[src/rtl/dual_pe_mem_pkg.sv]
// Shared definitions for the dual-PE data memory request controller.
// Holds the memory geometry, the request bundle, the arbitration priority
// encoding and the address decode helpers used by the top level.
package dual_pe_mem_pkg;

  localparam int DATA_W = 32;
  localparam int DEPTH  = 1024;
  localparam int IDX_W  = $clog2(DEPTH);
  localparam int ADDR_W = 32;

  typedef struct packed {
    logic              we;
    logic [ADDR_W-1:0] addr;
    logic [DATA_W-1:0] wdata;
  } mem_req_t;

  // Names the PE that wins the next same-word conflict.
  typedef enum logic {
    PRIO_PE1 = 1'b0,
    PRIO_PE2 = 1'b1
  } prio_t;

  // Misaligned or beyond the last byte of the memory.
  function automatic logic addr_err(input logic [ADDR_W-1:0] addr);
    return (addr[1:0] != 2'b00) || (addr >= ADDR_W'(4 * DEPTH));
  endfunction

  function automatic logic [IDX_W-1:0] word_idx(input logic [ADDR_W-1:0] addr);
    return addr[IDX_W+1:2];
  endfunction

endpackage

[src/rtl/dual_pe_mem_ctrl_rsp_slot.sv]
// One-entry registered response slot for a single PE.
// Ports:
//   clk, rst          clock, async active-low reset
//   load_i            request accepted this cycle; capture rdata_i/err_i
//   rdata_i, err_i    response payload to capture
//   rsp_ready_i       PE consumes the current response
//   slot_free_o       slot can take a new response at the next edge
//   rsp_valid_o, rsp_rdata_o, rsp_err_o   registered response to the PE
module pe_rsp_slot
  import dual_pe_mem_pkg::*;
(
  input  logic              clk,
  input  logic              rst,
  input  logic              load_i,
  input  logic [DATA_W-1:0] rdata_i,
  input  logic              err_i,
  input  logic              rsp_ready_i,
  output logic              slot_free_o,
  output logic              rsp_valid_o,
  output logic [DATA_W-1:0] rsp_rdata_o,
  output logic              rsp_err_o
);

  logic              valid_q, valid_d;
  logic [DATA_W-1:0] rdata_q, rdata_d;
  logic              err_q, err_d;

  // A response being consumed this cycle frees the slot for a same-cycle reload.
  assign slot_free_o = !valid_q || rsp_ready_i;

  always_comb begin
    valid_d = valid_q;
    rdata_d = rdata_q;
    err_d   = err_q;
    if (load_i) begin
      valid_d = 1'b1;
      rdata_d = rdata_i;
      err_d   = err_i;
    end else if (rsp_ready_i) begin
      valid_d = 1'b0;
    end
  end

  always_ff @(posedge clk or negedge rst) begin
    if (!rst) begin
      valid_q <= 1'b0;
      rdata_q <= '0;
      err_q   <= 1'b0;
    end else begin
      valid_q <= valid_d;
      rdata_q <= rdata_d;
      err_q   <= err_d;
    end
  end

  assign rsp_valid_o = valid_q;
  assign rsp_rdata_o = rdata_q;
  assign rsp_err_o   = err_q;

endmodule

[src/rtl/dual_pe_mem_ctrl.sv]
// Request-side controller for the dual-ported 1024 x 32 data memory shared
// by PE1 and PE2. Checks alignment/range, drives both memory ports, and
// serializes same-word accesses involving a store with round-robin priority.
// Data width and depth come from dual_pe_mem_pkg.
// Ports:
//   clk, rst                         clock, async active-low reset
//   peN_req_valid/ready/we/addr/wdata  request handshake per PE
//   peN_rsp_valid/ready/rdata/err      registered response per PE
//   mem_weN/mem_aN/mem_wdN/mem_rdN     memory port N (word address)
//   conflict_cnt                     saturating count of serialized conflicts
//
// prio_q | meaning
// -------+-----------------------------------------
// PE1    | PE1 wins the next same-word conflict
// PE2    | PE2 wins the next same-word conflict
module dual_pe_mem_ctrl
  import dual_pe_mem_pkg::*;
#(
  parameter int CNT_W = 16
) (
  input  logic              clk,
  input  logic              rst,
  input  logic              pe1_req_valid,
  output logic              pe1_req_ready,
  input  logic              pe1_req_we,
  input  logic [ADDR_W-1:0] pe1_req_addr,
  input  logic [DATA_W-1:0] pe1_req_wdata,
  output logic              pe1_rsp_valid,
  input  logic              pe1_rsp_ready,
  output logic [DATA_W-1:0] pe1_rsp_rdata,
  output logic              pe1_rsp_err,
  input  logic              pe2_req_valid,
  output logic              pe2_req_ready,
  input  logic              pe2_req_we,
  input  logic [ADDR_W-1:0] pe2_req_addr,
  input  logic [DATA_W-1:0] pe2_req_wdata,
  output logic              pe2_rsp_valid,
  input  logic              pe2_rsp_ready,
  output logic [DATA_W-1:0] pe2_rsp_rdata,
  output logic              pe2_rsp_err,
  output logic              mem_we1,
  output logic [ADDR_W-1:0] mem_a1,
  output logic [DATA_W-1:0] mem_wd1,
  input  logic [DATA_W-1:0] mem_rd1,
  output logic              mem_we2,
  output logic [ADDR_W-1:0] mem_a2,
  output logic [DATA_W-1:0] mem_wd2,
  input  logic [DATA_W-1:0] mem_rd2,
  output logic [CNT_W-1:0]  conflict_cnt
);

  mem_req_t         req1, req2;
  logic             err1, err2;
  logic [IDX_W-1:0] idx1, idx2;
  logic             free1, free2;
  logic             conflict;
  logic             acc1, acc2;
  logic [DATA_W-1:0] ld1, ld2;

  prio_t            prio_q, prio_d;
  logic [CNT_W-1:0] cnt_q, cnt_d;

  assign req1 = '{we: pe1_req_we, addr: pe1_req_addr, wdata: pe1_req_wdata};
  assign req2 = '{we: pe2_req_we, addr: pe2_req_addr, wdata: pe2_req_wdata};

  assign err1 = addr_err(req1.addr);
  assign err2 = addr_err(req2.addr);
  assign idx1 = word_idx(req1.addr);
  assign idx2 = word_idx(req2.addr);

  // Error requests never touch memory, so they cannot collide with anything.
  assign conflict = pe1_req_valid && pe2_req_valid && free1 && free2 &&
                    !err1 && !err2 && (idx1 == idx2) && (req1.we || req2.we);

  assign pe1_req_ready = rst && free1 && !(conflict && prio_q == PRIO_PE2);
  assign pe2_req_ready = rst && free2 && !(conflict && prio_q == PRIO_PE1);

  assign acc1 = pe1_req_valid && pe1_req_ready;
  assign acc2 = pe2_req_valid && pe2_req_ready;

  assign mem_we1 = acc1 && req1.we && !err1;
  assign mem_we2 = acc2 && req2.we && !err2;
  assign mem_a1  = pe1_req_valid ? {{(ADDR_W-IDX_W){1'b0}}, idx1} : '0;
  assign mem_a2  = pe2_req_valid ? {{(ADDR_W-IDX_W){1'b0}}, idx2} : '0;
  assign mem_wd1 = req1.wdata;
  assign mem_wd2 = req2.wdata;

  assign ld1 = (!req1.we && !err1) ? mem_rd1 : '0;
  assign ld2 = (!req2.we && !err2) ? mem_rd2 : '0;

  always_comb begin
    prio_d = prio_q;
    cnt_d  = cnt_q;
    if (conflict) begin
      // Hand the next conflict to the PE that just lost.
      prio_d = (prio_q == PRIO_PE1) ? PRIO_PE2 : PRIO_PE1;
      if (cnt_q != '1) cnt_d = cnt_q + CNT_W'(1);
    end
  end

  always_ff @(posedge clk or negedge rst) begin
    if (!rst) begin
      prio_q <= PRIO_PE1;
      cnt_q  <= '0;
    end else begin
      prio_q <= prio_d;
      cnt_q  <= cnt_d;
    end
  end

  assign conflict_cnt = cnt_q;

  pe_rsp_slot u_slot1 (
    .clk         (clk),
    .rst         (rst),
    .load_i      (acc1),
    .rdata_i     (ld1),
    .err_i       (err1),
    .rsp_ready_i (pe1_rsp_ready),
    .slot_free_o (free1),
    .rsp_valid_o (pe1_rsp_valid),
    .rsp_rdata_o (pe1_rsp_rdata),
    .rsp_err_o   (pe1_rsp_err)
  );

  pe_rsp_slot u_slot2 (
    .clk         (clk),
    .rst         (rst),
    .load_i      (acc2),
    .rdata_i     (ld2),
    .err_i       (err2),
    .rsp_ready_i (pe2_rsp_ready),
    .slot_free_o (free2),
    .rsp_valid_o (pe2_rsp_valid),
    .rsp_rdata_o (pe2_rsp_rdata),
    .rsp_err_o   (pe2_rsp_err)
  );

endmodule

[config.mk]
export PLATFORM = sky130hd
export DESIGN_NAME = dual_pe_mem_ctrl
export DESIGN_NICKNAME = d
export VERILOG_FILES = /design/src/rtl/dual_pe_mem_pkg.sv /design/src/rtl/dual_pe_mem_ctrl_rsp_slot.sv /design/src/rtl/dual_pe_mem_ctrl.sv
export SDC_FILE = /design/constraint.sdc
export NUM_CORES = 1
export LEC_CHECK = 0
export BUFFER_PORTS_ARGS = -buffer_cell sky130_fd_sc_hd__buf_4
export CORE_AREA = 2 2 163 165
export DETAILED_ROUTE_END_ITERATION = 8
export DIE_AREA = 0 0 165 167
export HOLD_SLACK_MARGIN = 0.08
export PLACE_DENSITY = 0.58
export SLEW_MARGIN = 40
export SYNTH_ARGS = -nofsm -noshare
export SYNTH_HDL_FRONTEND = slang
export SYNTH_SLANG_ARGS = --single-unit
[constraint.sdc]
create_clock -name clk -period 4.7 [get_ports clk]
set_clock_uncertainty 0.1 [all_clocks]
set_input_delay 0.705 -clock clk [delete_from_list [all_inputs] [get_ports clk]]
set_output_delay 0.705 -clock clk [all_outputs]
set_load 0.1 [all_outputs]
==> results.txt <==
----------------------------------------------------
[Synthesis]
  Ys flop type ... dfrtp_1
  Most numerous cell types in the synthesized netlist ... buf_4 (108), dfrtp_1 (85), nand2_1 (74), inv_1 (73), mux2i_1 (65)
  Post-synth EDFFs ... 0
  Xor/xnor share of the synthesized area ... 4.50%
  Mean post-synth cell area ... 9.49 um^2
  Largest cells by area after synthesis ... dfrtp_1 (42%), buf_4 (16%), mux2i_1 (13%)
  #FFs+latches synth ... 85
  Multiplexer fraction of the synthesized cell area ... 13.3%
  Post-synthesis sequential area ratio ... 42.1%
  Largest family of logic cells by synthesized area ... buffers and inverters
  Top-count cell post-synth ... buf_4
  Count of yosys warnings during synthesis ... 0
  Simple-gate share of the synthesized area ... 14.4%
  Instance count of the mapped netlist ... 533
  Post-Syn Area ... 5060 um^2
  Adder-Cell Fraction of Synth Area ... 0.247%
  Post-synthesis compound-gate area fraction ... 1.31%
  Cell type with the largest total area after synthesis ... dfrtp_1
  Distinct cell type count of the synthesized netlist ... 34
  Yosys top cell area share ... 42.1%
  Synth async-reset ratio ... 100%

[Critical path]
  Kind of end point of the critical path ... output pin
  Worst path required time ... 3.89 ns
  Startpoint-to-endpoint class of the critical path ... in -> out
  Top fanout value on the critical path ... 6
  Crit start category ... input port
  Arrival time of data at the critical path endpoint ... 2.70 ns

[Clock tree]
  Buffer depth of the longest clock path ... 2
  Clock-pin slew reported for the worst setup and hold paths after clock tree synthesis ... 0.07 ns
  Number of buffers inserted to repair setup after CTS ... 0
  Buffer type at the clock tree root ... clkbuf_16
  Clock latency reported for the late side of the worst-skew pair ... 0.34 ns
  Clock tree from TritonCTS ... built
  Num CTS Buffers ... 9
  Hold_buf cts ... 0
  H-tree lvl count ... 3
  Post-CTS resize count ... 0
  Clock sink total ... 85

[Layout]
  Share of post-route cells with drive strength above 1 ... 38.5%
  Final Non-Filler Cells ... 1,050
  Nets ... 911
  Non-Filler Cell Area, Final ... 6850 um^2
  Relative area change from synthesis to final layout ... 35.4%
  Antenna diode count ... 0

[Power]
  Power, Total ... 1.85 mW
  Leak ... 3.46 nW
  Max IR drop VDD ... 0.000125 V
  Power density over the cells ... 270 nW/um^2

[Place]
  Post-placement cell area ... 6570 um^2
  Detailed Place HPWL ... 11,700 um
  GP Congestion ... 0.825
  Cell count after placement ... 1,034
  Number of port buffers ... 243

[STA]
  Hold Slack ... 0.377 ns
  Total negative slack for setup checks ... 0 ns
  Post-route clock period utilization ... 74.6%
  Remaining max-slew budget at the tightest pin ... 56.2%
  Setup repair after global routing missed its margin ... false
  Crit path time final ... 3.51 ns
  Total count of max-transition violations in the final report ... 0
  Max Freq ... 0.285 GHz
  Final count of negative-setup-slack endpoints ... 0
  Hold Vio Cnt, Final ... 0
  Slew at the pin closest to its max-slew limit ... 0.657 ns

[GRT]
  Global-route wire length before repair ... 21,900 um
  Top Usage Layer GRT ... met2
  Number of antenna violations at the first check in global routing ... 0
  All-Layer GR Usage ... 10.6%
  Congestion Overflow GR ... 0
  Global routing met1 resource utilization ... 11.2%
  Fraction of met2 tracks used by global routing ... 19.3%
  Maximum number of pins on one net before global-route repair ... 49
  M3 GR Usage ... 2.59%
  Via count of the first global-routing pass ... 3,952

[Die]
  IO Pins ... 416
  Die Span Y ... 167 um
  Die Footprint ... 27,600 um^2
  Total number of placement rows ... 59
  Starting density of the core ... 19.6%
  Core Area ... 25,800 um^2
  Horizontal extent of the die ... 165 um

[Routing]
  Number of DRC markers in iteration 0 ... 116
  Total number of vias ... 3,877
  Detail-routed via count per cell ... 3.69
  Total iterations of the first detailed-routing run ... 4
  DR DRC count ... 0
  Residual antenna-violating net count after detailed routing ... 0
  Total Wirelength ... 14,800 um
  Wirelength per Cell ... 14.1 um

[Run status]
  Status ... finished clean

[Job]
  Max-cap violations ... 0

[Min path]
  Tightest Hold Check Type ... in -> async

----------------------------------------------------
routing by layer:
metal / share of wire [%] / vias up
li1: - / 1866
met1: 37 / 1789
met5: 0 / -
met4: 3.4 / 0
met2: 54 / 191
met3: 6.1 / 31
power breakdown:
group | switching (mW) | total, mW | internal (mW)
Clock | 0.318 | 0.679 | 0.360
Combinational | 0.322 | 0.438 | 0.116
Sequential | 0.00143 | 0.734 | 0.733
Total | 0.642 | 1.85 | 1.21
sequential cells by signal, summed over array words and instances, names as in the netlist:
signal	cells
conflict_cnt	16
u_slot1.rsp_valid_o	1
u_slot2.rsp_valid_o	1
prio_q	1
u_slot1.rsp_rdata_o	32
u_slot1.rsp_err_o	1
u_slot2.rsp_rdata_o	32
u_slot2.rsp_err_o	1
kinds of logic after synthesis:
family,after synthesis
AO/OA/AOI/OAI,7
XOR/XNOR,26
adder cells (fa/ha/maj),1
buffers and inverters,198
flip-flops,85
multiplexers,67
other,1
AND/OR/NAND/NOR,148
critical path, stage by stage:
cell and delay [ns]:
buf_4 0.11, nor4_1 0.31, nand4_1 0.19, nor4_4 0.37
and4_1 0.47, a21oi_2 0.11, and4_1 0.21, buf_4 0.23
cell usage in the layout, fill, tap and decap left out, types with 2 or more instances in the layout:
master,synthesis,routed
and2_1,21,21
and4_1,2,2
buf_4,108,248
clkbuf_16,0,9
clkinv_2,0,2
clkinv_4,0,2
clkinvlp_4,0,2
conb_1,1,44
dfrtp_1,85,85
inv_1,73,73
mux2i_1,65,65
nand2_1,74,74
nand2b_1,2,2
nand3_1,4,4
nand4_1,9,9
nor2_1,9,8
nor3_1,9,9
nor4_1,12,12
or2_2,2,2
xnor2_1,15,15
xor2_1,11,11
per-stage QoR:
| stage | util [%] | setup slack [ns] |
|---|---|---|
| after floorplan | - | 0.453 |
| after global placement | 25.5 | 1.17 |
| after detailed placement | 25.5 | 1.15 |
| after CTS | 26.6 | 1.14 |
| after global routing | 26.6 | 1.03 |
| final | 26.6 | 1.19 |
final timing paths:
check	start	to	slack, ns	cells past startpoint
worst min-delay path	rst	conflict_cnt[1]$_DFFE_PN0P_	0.38	2
max in group asynchronous	rst	u_slot1.rsp_rdata_o[4]$_DFFE_PN0P_	3.12	3
min in group clk	u_slot1.rsp_err_o$_DFFE_PN0P_	u_slot1.rsp_err_o$_DFFE_PN0P_	0.39	1
worst min register to register	u_slot1.rsp_err_o$_DFFE_PN0P_	u_slot1.rsp_err_o$_DFFE_PN0P_	0.39	1
worst max-delay path	pe2_req_addr[20]	mem_we2	1.19	8
worst max register to register	u_slot1.rsp_valid_o$_DFFE_PN0P_	u_slot1.rsp_err_o$_DFFE_PN0P_	2.12	7
cell type report:
| type | instances | area (um^2) |
|---|---|---|
| Multi-Input combinational cell | 293 | 1890 |
| Timing Repair Buffer | 248 | 1860 |
| Clock inverter | 7 | 51.3 |
| Fill cell | 2794 | 18900 |
| Clock buffer | 9 | 225 |
| Tap cell | 335 | 419 |
| Inverter | 73 | 274 |
| Sequential cell | 85 | 2130 |
Power figures use the tool's default switching activity.
